==> src/rtl/div_unit.sv <==
// Iterative 32-bit MIPS divider (DIV/DIVU): radix-2 restoring, 32 iterations,
// quotient on lo, remainder on hi, pipeline stall while busy.
module div_unit (
    input  logic        clk,
    input  logic        resetn,
    input  logic        start,
    input  logic        signed_div,
    input  logic [31:0] a,
    input  logic [31:0] b,
    input  logic        cancel,
    output logic        stall,
    output logic        valid,
    output logic [31:0] hi,
    output logic [31:0] lo
);

    typedef enum logic [1:0] {IDLE, BUSY, DONE} state_t;

    state_t      state, state_nx;
    logic [4:0]  cnt;
    logic [32:0] rem;
    logic [31:0] quo;
    logic [31:0] dvsr;
    logic        neg_q, neg_r;
    logic [31:0] abs_a, abs_b;
    logic [33:0] trial;
    logic        accept;

    assign accept = (state == IDLE) && start && !cancel;
    assign abs_a  = (signed_div && a[31]) ? -a : a;
    assign abs_b  = (signed_div && b[31]) ? -b : b;

    // rem stays below the divisor, so the shifted value never sets bit 33
    // and trial[33] is a true borrow/sign flag.
    assign trial = {rem, quo[31]} - {2'b00, dvsr};

    always_comb begin
        state_nx = state;
        unique case (state)
            IDLE:    if (accept) state_nx = BUSY;
            BUSY: begin
                if (cancel)              state_nx = IDLE;
                else if (cnt == 5'd31)   state_nx = DONE;
            end
            DONE:    state_nx = IDLE;
            default: state_nx = IDLE;
        endcase
    end

    always_ff @(posedge clk or negedge resetn) begin
        if (!resetn) state <= IDLE;
        else         state <= state_nx;
    end

    always_ff @(posedge clk or negedge resetn) begin
        if (!resetn) begin
            cnt   <= '0;
            rem   <= '0;
            quo   <= '0;
            dvsr  <= '0;
            neg_q <= 1'b0;
            neg_r <= 1'b0;
        end else if (accept) begin
            cnt   <= '0;
            rem   <= '0;
            quo   <= abs_a;
            dvsr  <= abs_b;
            neg_q <= signed_div & (a[31] ^ b[31]);
            neg_r <= signed_div & a[31];
        end else if (state == BUSY && !cancel) begin
            cnt <= cnt + 5'd1;
            if (!trial[33]) begin
                rem <= trial[32:0];
                quo <= {quo[30:0], 1'b1};
            end else begin
                rem <= {rem[31:0], quo[31]};
                quo <= {quo[30:0], 1'b0};
            end
        end
    end

    assign stall = accept || (state == BUSY);
    assign valid = (state == DONE);
    assign lo    = neg_q ? -quo : quo;
    assign hi    = neg_r ? -rem[31:0] : rem[31:0];

endmodule

==> config.mk <==
export PLATFORM = sky130hd
export DESIGN_NAME = div_unit
export DESIGN_NICKNAME = d
export VERILOG_FILES = /design/src/rtl/div_unit.sv
export SDC_FILE = /design/constraint.sdc
export NUM_CORES = 1
export LEC_CHECK = 0
export BUFFER_PORTS_ARGS = -buffer_cell sky130_fd_sc_hd__buf_2
export CORE_MARGIN = 10
export CORE_UTILIZATION = 40
export DETAILED_ROUTE_END_ITERATION = 6
export RECOVER_POWER = 100
export REMOVE_ABC_BUFFERS = 1
export SETUP_SLACK_MARGIN = 0.4
export SLEW_MARGIN = 15
export SYNTH_ARGS = -nofsm -noshare
export SYNTH_HDL_FRONTEND = slang
export SYNTH_SLANG_ARGS = --single-unit
==> constraint.sdc <==
create_clock -name clk -period 4.4 [get_ports clk]
set_input_delay 0.66 -clock clk [delete_from_list [all_inputs] [get_ports clk]]
set_output_delay 0.66 -clock clk [all_outputs]
set_load 0.01 [all_outputs]
==> reports/metrics.cfg <==
[hold_path]
hold_depth=2
hold_class=flop to flop

[cts]
cts_tree=yes
clock-sinks=106
clkTransAtPathRegs_ps=70
clk_root_buffer_cell=clkbuf_16
clock_path_buffers=2
cts_buffers=9
htreeDepth=3
insertion_delay_ps=350
cts_hold_buf=0

[sta]
drv_slew=147
worstMarginPinSlew_ps=2880
layout_min_cycle_time_ps=4160
hold_viol_final=0
fin_ws_ps=244
fmax_mhz=241
finClkSkew_ps=5.49
finalCritPeriodShare_pct=94.5
setup_viol=0
grt_setup_unrepaired=yes
slew_headroom_pct=-91.8

[synth]
async_reset_ff_share_pct=100
synth_edf_count=0
synthCells=1058
synth_seq_cells=106
ys.flop_type=dfrtp_1
syn_area_sq_um=8650
synth_seq_area_share_pct=30.6
ys_types=61
avgSynthCellArea_sq_um=8.18
yosysWarnings=0

[pwr]
p_total_uw=6020
peakVddDrop_mv=0.351
comb_power_share_pct=60.2
powerDensity_nw_per_um2=613
total_leakage_power_uw=0.00423
p_seq_share_pct=27.0
switching_share_pct=47.3
power_switching_uw=2850
internal_power_uw=3170
power.share.clock_pct=12.8

[die]
die_width_um=167
fp.coreArea_sq_um=21200
initial_core_util_pct=40.9
fp-row-count=53
boundaryPins=135
dieArea_sq_um=27900
die_height_um=167

[route]
remaining_drc_errors=0
ant_nets=0
drt-initial-drc-count=495
via_count=8108
routed_wl_mm=25.4
wire_per_inst_um=17.6
first_pass_iters=5
viasPerCell=5.61

[finish]
drive_gt1_share_pct=11.3
layout-area-overhead-vs-synth_pct=13.4
design_area_sq_um=9810
fill_cells=2159
antenna_cells=0
final_cells=1445
nets=1273

[run]
drv_cap=2

[global_route]
first_global_vias=7983
grt_pass1_wl_mm=41.5
grt.total_usage_pct=17.6
grt-ovfl-total=0
antenna_found_initial=0
grt_max_degree=96

[setup_path]
crit_chain=inv_1 -> ha_1 -> nand2b_1 -> or3_1 -> or3_4 -> nand2b_4 -> or4_4 -> or3_4 -> nand2b_4 -> o41ai_2 -> xnor2_1 -> buf_2
startpoint_type=flop
critPathMaxFanout=4
slowest_stage=or4_4
crit_family=simple AND/OR/NAND/NOR gates
ff2ff_path_depth=12
cp.arrival_ps=3500
cp_num_cells=12
cp.required_ps=3740
crit_type=flop to output port
path_buf_inv=2
slowest_delay_ps=460
endpoint_kind=output port

[placed_design]
place.gp.congestion=0.876
post_dp_cell_area_sq_um=9560
place_inst=1421
place_hpwl_mm=19.0
portBuffers=134
dp_slack_ps=486

[run_status]
violations=capacitance limit, slew limit
outcome=complete, but fails checks

power groups by stage:
| stage | logic (uW) | registers (uW) | clock network [uW] |
|---|---|---|---|
| global route | 4060 | 1670 | 830 |
| global placement | 3540 | 1630 | 0 |
| detailed placement | 3550 | 1640 | 0 |
| finish | 3620 | 1620 | 771 |
| floorplan | 2540 | 1530 | 0 |
| CTS | 3660 | 1610 | 792 |
synthesized netlist by cell type (4+ instances only):
cell	number	area, sq um
a21oi_1	58	290
o31ai_1	25	188
mux2i_1	18	180
a22oi_1	23	173
o211ai_1	6	45.0
o41ai_1	15	131
buf_1	9	33.8
or4_1	16	120
nor3_1	22	110
a21o_1	14	105
a32oi_1	15	131
xor2_1	49	429
a22o_1	9	78.8
nor4_1	9	56.3
nand4_1	6	37.5
inv_1	49	184
xnor2_1	97	850
dfrtp_1	106	2650
nor2_1	46	173
o21ai_0	135	676
or3_1	15	93.8
nand2_1	134	503
a311oi_1	4	35.0
nand3_1	25	125
nand2b_1	14	87.6
and3_1	4	25.0
ha_1	38	475
a31oi_1	7	43.8
clkbuf_1	43	161
final cells by class:
class	count	area, sq um	area share, %
multi-input combinational	847	5650	57.6
sequential	106	2650	27.0
timing repair buffer	152	716	7.29
tap	275	344	3.51
clock buffer	14	254	2.59
inverter	49	184	1.87
clock inverter	2	12.5	0.127
metal layers:
metal	routed length (um)	vias up	track usage, %	part of all wire (%)
met5	0	-	0	0
li1	-	4043	-	-
met1	11300	3870	22.2	45
met3	1280	23	2.93	5.0
met2	12300	172	29.9	48
met4	485	0	5.35	1.9
metrics by stage:
| stage | hold WS, ps | utilization, % | TNS (ps) |
|---|---|---|---|
| after floorplan | 364 | - | -34140 |
| after global placement | 462 | 45.2 | 0 |
| after detailed placement | 471 | 45.2 | 0 |
| after CTS | 373 | 46.9 | 0 |
| after global routing | 510 | 46.4 | 0 |
| final | 478 | 46.4 | 0 |
registers in the layout, indices dropped and copies added, names as in the netlist:
signal  flops
neg_r       1
neg_q       1
state       2
rem        33
cnt         5
quo        32
dvsr       32
worst reg2reg max path: stages, from the launching register on:
cell,delay (ps)
dfrtp_2,420
clkbuf_1,190
ha_1,320
nand2b_1,70
a21oi_1,200
o31ai_1,170
o21a_1,220
o21ai_1,390
a2111oi_2,180
xnor2_1,940
buf_4,470
mux2i_1,230
o21ai_0,90
cell families (layout without fill, tap and decap cells):
group | count (synthesis) | count (layout) | share of synthesized area [%]
compound gates | 332 | 332 | 24.6
fa+ha+maj | 39 | 39 | 5.73
buf+inv | 105 | 217 | 4.67
flops | 106 | 106 | 30.6
mux | 18 | 18 | 2.08
simple gates | 312 | 312 | 17.5
xor+xnor | 146 | 146 | 14.8
placed cells by master, fill, tap and decap left out, types with 11 or more instances in the layout:
master and instances:
a21oi_1 58, a22oi_1 23, nand3_1 25, o41ai_1 16, nand2_1 134, mux2i_1 18
nor2_1 44, o31ai_1 25, or4_1 15, dfrtp_1 105, a21o_1 14, xnor2_1 97
inv_1 47, xor2_1 49, clkbuf_1 64, a32oi_1 15, buf_2 76, o21ai_0 134
nor3_1 22, buf_4 11, or3_1 14, ha_1 37
what timing repair did:
| action | in CTS | in global routing |
|---|---|---|
| gates cloned | 0 | 0 |
| endpoints found under the setup margin | 16 | 23 |
| pin swaps | 1 | 7 |
| resized for setup | 13 | 15 |
| setup buffers | 4 | 4 |
final timing paths:
check	slack, ps	startpoint	end
max in group asynchronous	1210	resetn	dvsr[31]
worst max-delay path	240	quo[1]	lo[26]
min in group asynchronous	1240	resetn	state[1]
worst min-delay path	480	dvsr[24]	dvsr[24]
worst min register to register	480	dvsr[24]	dvsr[24]
worst max register to register	380	rem[0]	rem[16]
(Power assumes the default switching activity.)
